--- config.mk ---
export PLATFORM = sky130hd
export DESIGN_NAME = puf_cha_sched
export DESIGN_NICKNAME = d
export VERILOG_FILES = /design/src/rtl/puf_cha_sched.sv
export SDC_FILE = /design/constraint.sdc
export NUM_CORES = 1
export LEC_CHECK = 0
export ABC_CLOCK_PERIOD_IN_PS = 3500
export BUFFER_PORTS_ARGS = -buffer_cell sky130_fd_sc_hd__buf_2
export CORE_AREA = 2 2 164 150
export CTS_CLUSTER_SIZE = 20
export DETAILED_ROUTE_END_ITERATION = 12
export DIE_AREA = 0 0 166 152
export HOLD_SLACK_MARGIN = 0.05
export PLACE_DENSITY = 0.48
export REMOVE_ABC_BUFFERS = 1
export SLEW_MARGIN = 20
export SYNTH_ARGS = -nofsm -noshare
export SYNTH_HDL_FRONTEND = slang
export SYNTH_SLANG_ARGS = --single-unit
export TNS_END_PERCENT = 1
--- constraint.sdc ---
create_clock -name clk -period 3.5 [get_ports clk]
set_clock_uncertainty 0.1 [all_clocks]
set_input_delay 0.35 -clock clk [delete_from_list [all_inputs] [get_ports clk]]
set_output_delay 0.35 -clock clk [all_outputs]
set_load 0.02 [all_outputs]
--- src/rtl/puf_cha_sched.sv ---
// Challenge scheduler for a read-write-collision PUF: sweeps NUM_CHA challenges,
// collects REPEAT generator samples per challenge and emits a majority response bit.
module puf_cha_sched #(
    parameter int NUM_CHA = 16,
    parameter int REPEAT  = 8,
    parameter int TIMEOUT = 1023
) (
    input  logic        clk,
    input  logic        rst,
    input  logic        start,
    input  logic [9:0]  base_addr,
    input  logic [31:0] seed_data,
    output logic        gen_enable,
    output logic [9:0]  cha_addr,
    output logic [31:0] cha_data,
    input  logic        available,
    input  logic        rsp_write,
    input  logic        rsp_clean,
    output logic        rsp_valid,
    output logic        rsp_bit,
    output logic [9:0]  rsp_index,
    output logic        busy,
    output logic        done,
    output logic        timeout_err
);

    // Timer is at least 10 bits but grows if TIMEOUT needs more.
    localparam int TW = ($clog2(TIMEOUT + 1) > 10) ? $clog2(TIMEOUT + 1) : 10;

    typedef enum logic [2:0] {
        S_IDLE, S_LOAD, S_ARM, S_WAIT, S_TALLY, S_NEXT, S_DONE
    } state_t;

    state_t         state_q, state_d;
    logic [9:0]     base_q, base_d;
    logic [31:0]    seed_q, seed_d;
    logic [9:0]     index_q, index_d;
    logic [7:0]     w_cnt_q, w_cnt_d;
    logic [7:0]     c_cnt_q, c_cnt_d;
    logic [7:0]     samp_cnt_q, samp_cnt_d;
    logic [TW-1:0]  timer_q, timer_d;
    logic           gen_enable_q, gen_enable_d;
    logic [9:0]     cha_addr_q, cha_addr_d;
    logic [31:0]    cha_data_q, cha_data_d;
    logic           rsp_valid_q, rsp_valid_d;
    logic           rsp_bit_q, rsp_bit_d;
    logic [9:0]     rsp_index_q, rsp_index_d;
    logic           busy_q, busy_d;
    logic           done_q, done_d;
    logic           timeout_err_q, timeout_err_d;
    logic           finish;
    logic           tmo;

    function automatic logic [31:0] rotl(input logic [31:0] v, input logic [4:0] n);
        logic [63:0] dbl;
        dbl = {v, v} << n;
        return dbl[63:32];
    endfunction

    always_comb begin
        state_d       = state_q;
        base_d        = base_q;
        seed_d        = seed_q;
        index_d       = index_q;
        w_cnt_d       = w_cnt_q;
        c_cnt_d       = c_cnt_q;
        samp_cnt_d    = samp_cnt_q;
        timer_d       = timer_q;
        gen_enable_d  = gen_enable_q;
        cha_addr_d    = cha_addr_q;
        cha_data_d    = cha_data_q;
        rsp_valid_d   = 1'b0;
        rsp_bit_d     = rsp_bit_q;
        rsp_index_d   = rsp_index_q;
        done_d        = 1'b0;
        timeout_err_d = timeout_err_q;
        finish        = 1'b0;
        tmo           = 1'b0;

        case (state_q)
            S_IDLE: begin
                if (start) begin
                    base_d        = base_addr;
                    seed_d        = seed_data;
                    index_d       = '0;
                    timeout_err_d = 1'b0;
                    rsp_bit_d     = 1'b0;
                    rsp_index_d   = '0;
                    state_d       = S_LOAD;
                end
            end
            S_LOAD: begin
                cha_addr_d = base_q + index_q;
                cha_data_d = rotl(seed_q, index_q[4:0]);
                w_cnt_d    = '0;
                c_cnt_d    = '0;
                samp_cnt_d = '0;
                timer_d    = '0;
                state_d    = S_ARM;
            end
            S_ARM: begin
                if (available) begin
                    gen_enable_d = 1'b1;
                    state_d      = S_WAIT;
                end
            end
            S_WAIT: begin
                // A simultaneous write+clean is a single write-won sample.
                if (rsp_write || rsp_clean) begin
                    samp_cnt_d = samp_cnt_q + 8'd1;
                    timer_d    = '0;
                    if (rsp_write) w_cnt_d = w_cnt_q + 8'd1;
                    else           c_cnt_d = c_cnt_q + 8'd1;
                    finish = (samp_cnt_d == 8'(REPEAT));
                end else if (timer_q == TW'(TIMEOUT - 1)) begin
                    timer_d       = TW'(TIMEOUT);
                    timeout_err_d = 1'b1;
                    tmo           = 1'b1;
                    finish        = 1'b1;
                end else begin
                    timer_d = timer_q + 1'b1;
                end
                if (finish) begin
                    gen_enable_d = 1'b0;
                    rsp_valid_d  = 1'b1;
                    rsp_bit_d    = !tmo && ({1'b0, w_cnt_d, 1'b0} > 10'(REPEAT));
                    rsp_index_d  = index_q;
                    state_d      = S_TALLY;
                end
            end
            S_TALLY: state_d = S_NEXT;
            S_NEXT: begin
                if (index_q == 10'(NUM_CHA - 1)) begin
                    done_d  = 1'b1;
                    state_d = S_DONE;
                end else begin
                    index_d = index_q + 10'd1;
                    state_d = S_LOAD;
                end
            end
            S_DONE:  state_d = S_IDLE;
            default: state_d = S_IDLE;
        endcase

        busy_d = (state_d != S_IDLE);
    end

    always_ff @(posedge clk) begin
        if (rst) begin
            state_q       <= S_IDLE;
            base_q        <= '0;
            seed_q        <= '0;
            index_q       <= '0;
            w_cnt_q       <= '0;
            c_cnt_q       <= '0;
            samp_cnt_q    <= '0;
            timer_q       <= '0;
            gen_enable_q  <= 1'b0;
            cha_addr_q    <= '0;
            cha_data_q    <= '0;
            rsp_valid_q   <= 1'b0;
            rsp_bit_q     <= 1'b0;
            rsp_index_q   <= '0;
            busy_q        <= 1'b0;
            done_q        <= 1'b0;
            timeout_err_q <= 1'b0;
        end else begin
            state_q       <= state_d;
            base_q        <= base_d;
            seed_q        <= seed_d;
            index_q       <= index_d;
            w_cnt_q       <= w_cnt_d;
            c_cnt_q       <= c_cnt_d;
            samp_cnt_q    <= samp_cnt_d;
            timer_q       <= timer_d;
            gen_enable_q  <= gen_enable_d;
            cha_addr_q    <= cha_addr_d;
            cha_data_q    <= cha_data_d;
            rsp_valid_q   <= rsp_valid_d;
            rsp_bit_q     <= rsp_bit_d;
            rsp_index_q   <= rsp_index_d;
            busy_q        <= busy_d;
            done_q        <= done_d;
            timeout_err_q <= timeout_err_d;
        end
    end

    assign gen_enable  = gen_enable_q;
    assign cha_addr    = cha_addr_q;
    assign cha_data    = cha_data_q;
    assign rsp_valid   = rsp_valid_q;
    assign rsp_bit     = rsp_bit_q;
    assign rsp_index   = rsp_index_q;
    assign busy        = busy_q;
    assign done        = done_q;
    assign timeout_err = timeout_err_q;

endmodule
After elaboration in Yosys (flattened, before gate mapping)
Cells that the tools add are included.
{"block": "op_classes", "eq_ne": 15, "add_sub_neg": 5, "bitwise_logic": 2, "shifts": 1, "n_lt_le_gt_ge": 1, "n_reduce_logical": 17, "n_mux": 35}
{"op": "64-bit by 5-bit << shifter with 64-bit output", "n": 1}
{"op": "10-bit one-hot mux with 2 select lines", "n": 3}
{"op": "10-bit two-way mux", "n": 5}
{"op": "8-bit two-way mux", "n": 4}
{"op": "8-bit one-hot mux with 2 select lines", "n": 2}
{"op": "10-bit by 1-bit adder with 10-bit output (second input constant)", "n": 2}
{"op": "3-bit one-hot mux with 6 select lines", "n": 1}
{"op": "8-bit by 1-bit adder with 8-bit output (second input constant)", "n": 2}
{"op": "2-bit inequality test (second input constant)", "n": 7}
{"op": "1-bit two-way mux", "n": 13}
{"op": "3-bit two-way mux", "n": 4}
{"op": "10-bit adder", "n": 1}
{"op": "10-bit equality test (second input constant)", "n": 1}
{"op": "10-bit by 4-bit equality test with 1-bit output (second input constant)", "n": 1}
{"op": "9-bit by 4-bit > comparator with 1-bit output (second input constant)", "n": 1}
{"op": "3-bit AND reduction", "n": 3}
{"op": "8-bit by 4-bit equality test with 1-bit output (second input constant)", "n": 1}
{"op": "2-bit nonzero test", "n": 4}
{"op": "3-bit by 2-bit equality test with 1-bit output (second input constant)", "n": 2}
{"op": "3-bit equality test (second input constant)", "n": 2}
{"op": "1-bit one-hot mux with 2 select lines", "n": 3}
{"op": "2-bit AND reduction", "n": 2}
{"op": "4-bit AND reduction", "n": 1}
{"op": "2-bit OR reduction", "n": 2}
{"op": "other kinds (7)", "n": 8}
{"block": "totals", "regBits": 139}

Longest topological paths before layout
Gate-level depths: netlist of the first run.
{"block": "logic_depth", "ltp_word": 8, "depth_mapped": 10, "depth_no_buf": 9}

Worst setup path after synthesis of the first run
No wires, ideal clock.
{"block": "synth_path", "path_kind": "flip-flop to flip-flop", "from": "register index_q[1]", "to": "register cha_data_q[25], in the netlist cha_data[25]", "setup_ns": 0.132, "stages_incl_launch_ff": 9, "path_slack_ns": 1.354, "period_less_slack_ns": 2.146, "arrival_time_ns": 1.914, "cell_sequence": "dfxtp_1 > buf_6 > buf_6 > mux4_2 > mux2_2 > mux2i_1 > nor2_1 > nor3_1 > nor3_1"}
{"block": "synth_between", "elab_chain_cells": 1}
{"element": "start: declaration", "line": "37", "text": "logic [9:0] index_q, index_d;"}
{"element": "start signal: assignment", "line": "171", "text": "index_q <= index_d;"}
{"element": "64-bit by 5-bit << shifter with 64-bit output", "line": "56", "text": "dbl = {v, v} << n;"}
{"element": "end signal: assignment", "line": "178", "text": "cha_data_q <= cha_data_d;"}
{"element": "end: declaration", "line": "44", "text": "logic [31:0] cha_data_q, cha_data_d;"}
Every way passes these cells.
A chain may end at the register's enable or synchronous reset.

Worst setup path in the final report of the first run
{"block": "layout_path", "from": "register index_q[2]", "to": "register cha_data_q[7], in the netlist cha_data[7]"}
The elaborated chain is that of the path after synthesis.

==> results of run 1 <==
## power groups by stage
stage	Clock (W)	Combinational, W	Sequential (W)
after CTS	0.00216	0.000641	0.00176
after global placement	0	0.000629	0.00179
after global routing	0.00222	0.000704	0.00177
after detailed placement	0	0.000629	0.00179
final	0.00212	0.000633	0.00176
after floorplan	0	0.000339	0.00182
## state kept, by name, indices dropped and copies added (netlist names)
name / flops
samp_cnt_q: 8
cha_addr: 10
base_q: 10
timeout_err: 1
timer_q: 10
cha_data: 32
rsp_bit: 1
w_cnt_q: 8
gen_enable: 1
rsp_valid: 1
state_q: 3
busy: 1
seed_q: 32
index_q: 10
done: 1
rsp_index: 10
## cells in the final DEF (no fill, tap or decap), drive strengths merged, types with 15 or more instances in the layout
master | Yosys | final
mux2 | 32 | 32
nand3 | 29 | 29
o21ai | 27 | 27
a21oi | 98 | 98
mux2i | 34 | 34
mux4 | 32 | 32
nor3 | 76 | 76
dfxtp | 139 | 139
clkbuf | 49 | 22
nand2 | 136 | 136
nor2 | 149 | 149
buf | 23 | 126
ha | 15 | 15
## cell families (layout without fill, tap and decap cells)
group / Yosys count / count (layout) / synth area share
buffers and inverters: 84 / 180 / 0.0467
flip-flops: 139 / 139 / 0.353
multiplexers: 98 / 98 / 0.180
AO/OA/AOI/OAI: 174 / 174 / 0.129
adder cells (fa/ha/maj): 16 / 16 / 0.0264
AND/OR/NAND/NOR: 440 / 440 / 0.247
XOR/XNOR: 16 / 16 / 0.0178
## area by class of cell
cell class,count,area [um2],share of cell area
multi-input cells,744,4740,0.502
flip-flops and latches,139,2780,0.295
repair buffers,136,798,0.0847
clock buffers,22,464,0.0492
well taps,308,385,0.0409
clock inverters,10,213,0.0226
inverters,12,45.0,0.00478
## stage by stage
step / cell area, um2 / cells / hold WS [ps] / utilization / worst slack (ps)
finish: 9430 / 1371 / 63.1 / 0.397 / 993
global route: 9430 / 1371 / 57.5 / 0.397 / 805
CTS: 9430 / 1371 / 50.3 / 0.397 / 1010
detailed placement: 8650 / 1329 / 342 / 0.365 / 1030
global placement: 8650 / 1329 / 341 / 0.365 / 1030
floorplan: 7560 / 895 / 319 / - / 222
## layer usage
metal,global-route usage,share of wire,vias up
met5,0,0,-
met4,0.0460,0.010,0
met3,0.0313,0.047,22
met2,0.254,0.42,191
met1,0.277,0.53,3337
li1,-,-,3580
## synthesized netlist by cell type, types with 2 or more instances
library cell	n	area, um2
a211oi_1	6	45.0
a21o_1	6	45.0
a21oi_1	98	490
a22oi_1	4	30.0
a311oi_1	3	26.3
a31oi_1	2	12.5
and2_1	3	18.8
and3_1	5	31.3
and4_1	2	17.5
buf_1	5	18.8
buf_2	12	60.1
buf_4	2	15.0
buf_6	4	45.0
clkbuf_1	49	184
dfxtp_1	139	2780
ha_1	15	188
inv_1	11	41.3
mux2_2	32	360
mux2i_1	34	340
mux4_2	32	721
nand2_1	136	510
nand2b_1	10	62.6
nand3_1	29	145
nand3b_1	5	37.5
nand4_1	5	31.3
nand4b_1	2	17.5
nor2_1	149	559
nor2b_1	3	18.8
nor3_1	76	380
nor3b_1	2	15.0
o211ai_1	13	97.6
o21ai_0	26	130
o31ai_1	2	15.0
o41ai_1	2	17.5
or3_1	6	37.5
xnor2_1	12	105
xor2_1	4	35.0
## tightest hold or removal path: cells and delay by family
family / cells / cell delay [ps]
compound gates: 1 / 50
buf+inv: 1 / 100
simple gates: 1 / 50
## repair_timing
action / CTS / global route
endpoints found under the hold margin: 10 / 0
gates resized for setup: 0 / 0
hold buffers: 10 / 0
## worst max-delay path by stage
stage,start,to,slack [ps],cells after the start
CTS,index_q[2]$_SDFFE_PP0P_,cha_data[24]$_SDFFE_PP0P_,1010,7
detailed placement,index_q[2]$_SDFFE_PP0P_,cha_data[24]$_SDFFE_PP0P_,1030,7
global route,index_q[2]$_SDFFE_PP0P_,cha_addr[8]$_SDFFE_PP0P_,810,8
floorplan,index_q[1]$_SDFFE_PP0P_,index_q[3]$_SDFFE_PP0P_,220,7
global placement,index_q[2]$_SDFFE_PP0P_,cha_data[24]$_SDFFE_PP0P_,1030,7
finish,index_q[2]$_SDFFE_PP0P_,cha_data[7]$_SDFFE_PP0P_,990,7
==> impl_metrics.env, run 1 <==
export IMPL_r2r_worst_path_cells=7
export IMPL_intPower_w=0.00329
export IMPL_worstHoldPathCells=3
export IMPL_floorplan_core_area_um2=23700
export IMPL_portion_of_the_clock_cycle_consumed_by_the_worst_path_in_the_final_layout=0.716
export IMPL_critical_path_slowest_cell="mux4_2"
export IMPL_ys_async_sr_fraction=0
export IMPL_drt_pass1_iter_count=5
export IMPL_drv_max_cap_violation_count=0
export IMPL_grt_start_max_net_pins=72
export IMPL_share_clk_of_total_power=0.470
export IMPL_hold_class="in -> reg"
export IMPL_yosysWarningCount=0
export IMPL_cts_repair_timing_setup_buffer_count=0
export IMPL_setup_tns_ps=0
export IMPL_r2r_start="index_q[2]$_SDFFE_PP0P_"
export IMPL_design_portCount=106
export IMPL_worst_endpoint_arrival_ps=2710
export IMPL_worstPathMaxFanout=36
export IMPL_worstSetupEndpointType="flop"
export IMPL_comb_power_share=0.140
export IMPL_cts_tree="yes"
export IMPL_pwr_density_cell_nw_per_um2=478
export IMPL_deepest_clock_path_buffer_count=2
export IMPL_max_slew_worst_pin_slew_ps=953
export IMPL_postSynthAreaPerCell_um2=8.15
export IMPL_fp_row_count=54
export IMPL_die_w_um=166
export IMPL_drive_above_1_share=0.213
export IMPL_slew_violations=0
export IMPL_avgRoutedWirePerCell_um=16.6
export IMPL_overall_via_count_from_detail_route=7130
export IMPL_ff2ff_setup_slack_ps=990
export IMPL_finalHoldViolCount=0
export IMPL_ys_seq_area_frac=0.353
export IMPL_grt_overflow_total=0
export IMPL_worst_path_dominant_cell_family="multiplexers"
export IMPL_drc_errors=0
export IMPL_worstSkewPairLatency_ps=430
export IMPL_number_of_enable_flip_flop_cells_after_synthesis=0
export IMPL_setup_worst_path_class="reg -> reg"
export IMPL_crit_path_cell_trace="buf_4 -> mux4_2 -> mux2_2 -> mux2i_1 -> nor2_1 -> nor3_1 -> nor3_1"
export IMPL_inserted_clock_buffers=17
export IMPL_fillers=2462
export IMPL_min_period_ps=2510
export IMPL_root_buffer="clkbuf_16"
export IMPL_sw_frac_of_total=0.270
export IMPL_gr_usage_all_layers=0.179
export IMPL_area_growth_synth_to_final_pct=19.6
export IMPL_p_seq_frac=0.390
export IMPL_clock_sinks=139
export IMPL_postRouteAntennaNets=0
export IMPL_die_y_um=152
export IMPL_slowest_cell_delay_on_critical_path_ps=620
export IMPL_timing_critical_path_from_type="flop"
export IMPL_grt_antenna_before_repair=0
export IMPL_setup_viol_count_final=0
export IMPL_power_switching_w=0.00122
export IMPL_globalplace_congestion=0.824
export IMPL_effective_utilization_at_floorplan=0.332
export IMPL_placement_io_buffers=105
export IMPL_first_iter_violations=482
export IMPL_synth_cell_types=58
export IMPL_vias_per_cell=5.20
export IMPL_path_clk_slew_ps=60
export IMPL_worstHoldEndpoint="base_q[9]$_SDFFE_PP0P_"
export IMPL_leakage_power_nw=3.77
export IMPL_syn_instance_count=967
export IMPL_finish_net_count=1114
export IMPL_total_detailed_routing_wirelength_mm=22.8
export IMPL_min_from="base_addr[9]"
export IMPL_rsz0062_at_grt="false"
export IMPL_worstPathBufferInverterCount=1
export IMPL_post_synth_instance_area_um2=7880
export IMPL_place_detailed_hpwl_mm=15.7
export IMPL_dieArea_um2=25200
export IMPL_critPathMostFrequentCell="nor3_1"
export IMPL_ys_dominant_reg_cell="dfxtp_1"
export IMPL_htreeDepth=4
export IMPL_synth_seq_cells=139
export IMPL_r2r_end="cha_data[7]$_SDFFE_PP0P_"
export IMPL_wire_length_of_the_first_global_routing_pass_mm=36.7
export IMPL_totalPowerFinal_w=0.00451
export IMPL_maxSlewHeadroom=0.364
export IMPL_grt_pass1_vias=6576
export IMPL_max_vdd_ir_drop_mv=0.250
export IMPL_cp_data_required_time_ps=3700
export IMPL_run_status="complete, no violations"
export IMPL_diodes=0
export IMPL_max_freq_mhz=399
No activity file was read; power rests on OpenSTA's default activity.
==> run 2, diff against run 1 <==
--- a/config.mk
+++ b/config.mk
@@ -5,12 +5,13 @@
 export SDC_FILE = /design/constraint.sdc
 export NUM_CORES = 1
 export LEC_CHECK = 0
-export ABC_CLOCK_PERIOD_IN_PS = 3500
+export ABC_AREA = 1
+export ABC_CLOCK_PERIOD_IN_PS = 2400
 export BUFFER_PORTS_ARGS = -buffer_cell sky130_fd_sc_hd__buf_2
-export CORE_AREA = 2 2 164 150
+export CORE_AREA = 2 2 165 151
 export CTS_CLUSTER_SIZE = 20
 export DETAILED_ROUTE_END_ITERATION = 12
-export DIE_AREA = 0 0 166 152
+export DIE_AREA = 0 0 167 153
 export HOLD_SLACK_MARGIN = 0.05
 export PLACE_DENSITY = 0.48
 export REMOVE_ABC_BUFFERS = 1
==> constraint.sdc (replaced) <==
create_clock -name clk -period 2.4 [get_ports clk]
set_clock_uncertainty 0.1 [all_clocks]
set_input_delay 0.24 -clock clk [delete_from_list [all_inputs] [get_ports clk]]
set_output_delay 0.24 -clock clk [all_outputs]
set_load 0.02 [all_outputs]
==> run 2 against run 1 <==
Effect of this change: core utilization rose by 1.3 points; synthesized area rose by 1.4%; cell area rose by 3.9%; highest routed layer unchanged.
==> impl_metrics.env, run 2 <==
export IMPL_run_status="complete, no violations"
export IMPL_gr_usage_all_layers=0.198
export IMPL_portion_of_the_clock_cycle_consumed_by_the_worst_path_in_the_final_layout=0.880
export IMPL_hold_worst_slack_ps=89.7
export IMPL_die_y_um=153
export IMPL_synth_top_cells_by_count="nand2_1 (297), nand3_1 (262), dfxtp_1 (139)"
export IMPL_timing_critical_path_from_type="flop"
export IMPL_design_portCount=106
export IMPL_min_period_ps=2110
export IMPL_post_cts_resized_instances=0
export IMPL_synth_largest_type_area_fraction=0.348
export IMPL_worstSkewPairLatency_ps=430
export IMPL_grt_pass1_vias=7810
export IMPL_finish_net_count=1402
export IMPL_area_growth_synth_to_final_pct=22.6
export IMPL_most_frequent_cell_after_synthesis="nand2_1"
export IMPL_max_slew_worst_pin_slew_ps=833
export IMPL_worstPathBufferInverterCount=2
export IMPL_ys_seq_area_frac=0.348
export IMPL_ys_dominant_reg_cell="dfxtp_1"
export IMPL_postSynthAreaPerCell_um2=6.52
export IMPL_netlist_top_cells_area="dfxtp_1 (35%), nand3_1 (16%), nand2_1 (14%)"
export IMPL_number_of_enable_flip_flop_cells_after_synthesis=0
export IMPL_htreeDepth=4
export IMPL_overall_via_count_from_detail_route=8359
export IMPL_pwr_density_cell_nw_per_um2=665
export IMPL_power_switching_w=0.00197
export IMPL_synthDominantAreaCellType="dfxtp_1"
export IMPL_dpl_instance_area_um2=8800
export IMPL_dieArea_um2=25600
export IMPL_worst_path_dominant_cell_family="adder cells"
export IMPL_rsz0062_at_grt="false"
export IMPL_die_w_um=167
export IMPL_critical_path_slowest_cell="fa_1"
export IMPL_commonest_cells_after_routing_fill_and_taps_aside="nand2_1 (297), nand3_1 (261), dfxtp_1 (139)"
export IMPL_synth_cell_types=41
export IMPL_first_iter_violations=745
export IMPL_intPower_w=0.00455
export IMPL_grt_overflow_total=0
export IMPL_max_freq_mhz=474
export IMPL_r2r_worst_path_cells=10
export IMPL_globalplace_congestion=0.787
export IMPL_slowest_cell_delay_on_critical_path_ps=410
export IMPL_inserted_clock_buffers=17
export IMPL_drc_errors=0
export IMPL_placement_io_buffers=105
export IMPL_drt_pass1_iter_count=5
export IMPL_grt_start_max_net_pins=68
export IMPL_total_detailed_routing_wirelength_mm=25.0
export IMPL_sw_frac_of_total=0.302
export IMPL_setup_viol_count_final=0
export IMPL_postRouteAntennaNets=0
export IMPL_mostFrequentLayoutCell="nand2_1"
export IMPL_slew_violations=0
export IMPL_floorplan_core_area_um2=23900
export IMPL_post_synth_instance_area_um2=7990
export IMPL_root_buffer="clkbuf_16"
export IMPL_worstHoldPathCells=3
export IMPL_leakage_power_nw=4.35
export IMPL_wire_length_of_the_first_global_routing_pass_mm=41.2
export IMPL_maxSlewHeadroom=0.445
export IMPL_path_clk_slew_ps=70
export IMPL_place_detailed_hpwl_mm=17.5
export IMPL_grt_antenna_before_repair=0
export IMPL_deepest_clock_path_buffer_count=2
export IMPL_avgRoutedWirePerCell_um=15.1
export IMPL_crit_path_cell_trace="ha_1 -> inv_1 -> fa_1 -> o21ai_0 -> a21oi_1 -> o21ai_0 -> xor2_1 -> nand2_1 -> nand2_1 -> inv_1"
export IMPL_timing_critical_path_depth=10
export IMPL_vias_per_cell=5.04
export IMPL_max_vdd_ir_drop_mv=0.332
export IMPL_worstSetupEndpointType="flop"
export IMPL_effective_utilization_at_floorplan=0.335
export IMPL_setup_tns_ps=0
export IMPL_share_clk_of_total_power=0.427
export IMPL_cp_data_required_time_ps=2630
export IMPL_hold_class="in -> reg"
export IMPL_setup_worst_path_class="reg -> reg"
export IMPL_cts_tree="yes"
export IMPL_worstPathMaxFanout=3
export IMPL_stdcell_area_um2=9800
export IMPL_clock_sinks=139
export IMPL_worst_endpoint_arrival_ps=2340
export IMPL_final_cells=1659
export IMPL_fp_row_count=54
export IMPL_synth_seq_cells=139
export IMPL_comb_power_share=0.178
export IMPL_drive_above_1_share=0.139
export IMPL_p_seq_frac=0.395
export IMPL_syn_instance_count=1226
export IMPL_diodes=0
export IMPL_ys_async_sr_fraction=0
export IMPL_finalHoldViolCount=0
export IMPL_yosysWarningCount=0
export IMPL_drv_max_cap_violation_count=0
export IMPL_dpl_cell_count=1588
[run 2: kinds of logic after synthesis]
logic type / after synthesis / synth area share
adder cells (fa/ha/maj): 16 / 0.0260
XOR/XNOR: 13 / 0.0143
flip-flops: 139 / 0.348
AO/OA/AOI/OAI: 215 / 0.151
AND/OR/NAND/NOR: 652 / 0.365
buffers and inverters: 191 / 0.0948
[run 2: worst paths after layout]
| kind | startpoint | endpoint | slack [ps] |
|---|---|---|---|
| hold reg to reg | seed_q[31]$_SDFFE_PP0P_ | seed_q[31]$_SDFFE_PP0P_ | 370 |
| setup / recovery | index_q[0]$_SDFFE_PP0P_ | cha_addr[6]$_SDFFE_PP0P_ | 290 |
| hold / removal | seed_data[19] | seed_q[19]$_SDFFE_PP0P_ | 90 |
| setup reg to reg | index_q[0]$_SDFFE_PP0P_ | cha_addr[6]$_SDFFE_PP0P_ | 290 |
[run 2: layout make-up]
| cell class | count | area (um2) |
|---|---|---|
| multi-input cells | 896 | 4450 |
| repair buffers | 167 | 1130 |
| clock buffers | 18 | 439 |
| clock inverters | 14 | 170 |
| fillers | 2549 | 14100 |
| flip-flops and latches | 139 | 2780 |
| inverters | 117 | 439 |
| well taps | 308 | 385 |
[run 2: tightest hold or removal path, cell delays in order]
cell	delay, ps
buf_2	80
o21ai_0	110
a21oi_1	150
[run 2: per-stage QoR]
step / power, W / util / setup slack [ps]
after global placement: 0.00374 / 0.369 / 317
after CTS: 0.00661 / 0.411 / 303
final: 0.00651 / 0.411 / 289
after floorplan: 0.00332 / - / -1050
after detailed placement: 0.00374 / 0.369 / 302
after global routing: 0.00683 / 0.411 / 56.0
[run 2: power by group through the flow]
stage	clock network (W)	logic (W)	registers, W
floorplan	0	0.000595	0.00272
detailed placement	0	0.00111	0.00262
finish	0.00278	0.00116	0.00257
global placement	0	0.00111	0.00262
global route	0.00294	0.00130	0.00259
CTS	0.00287	0.00117	0.00257
[run 2: repair_timing]
item / 4_1_cts / 5_1_grt
buffers inserted: 0 / 0
hold buffers: 39 / 0
endpoints found under the hold margin: 39 / 0
[run 2: layer usage]
layer / up-vias / global-route usage / share of wire
li1: 4346 / - / -
met1: 3813 / 0.293 / 0.52
met2: 182 / 0.300 / 0.44
met3: 18 / 0.0329 / 0.039
met4: 0 / 0.0435 / 0.0094
met5: - / 0 / 0
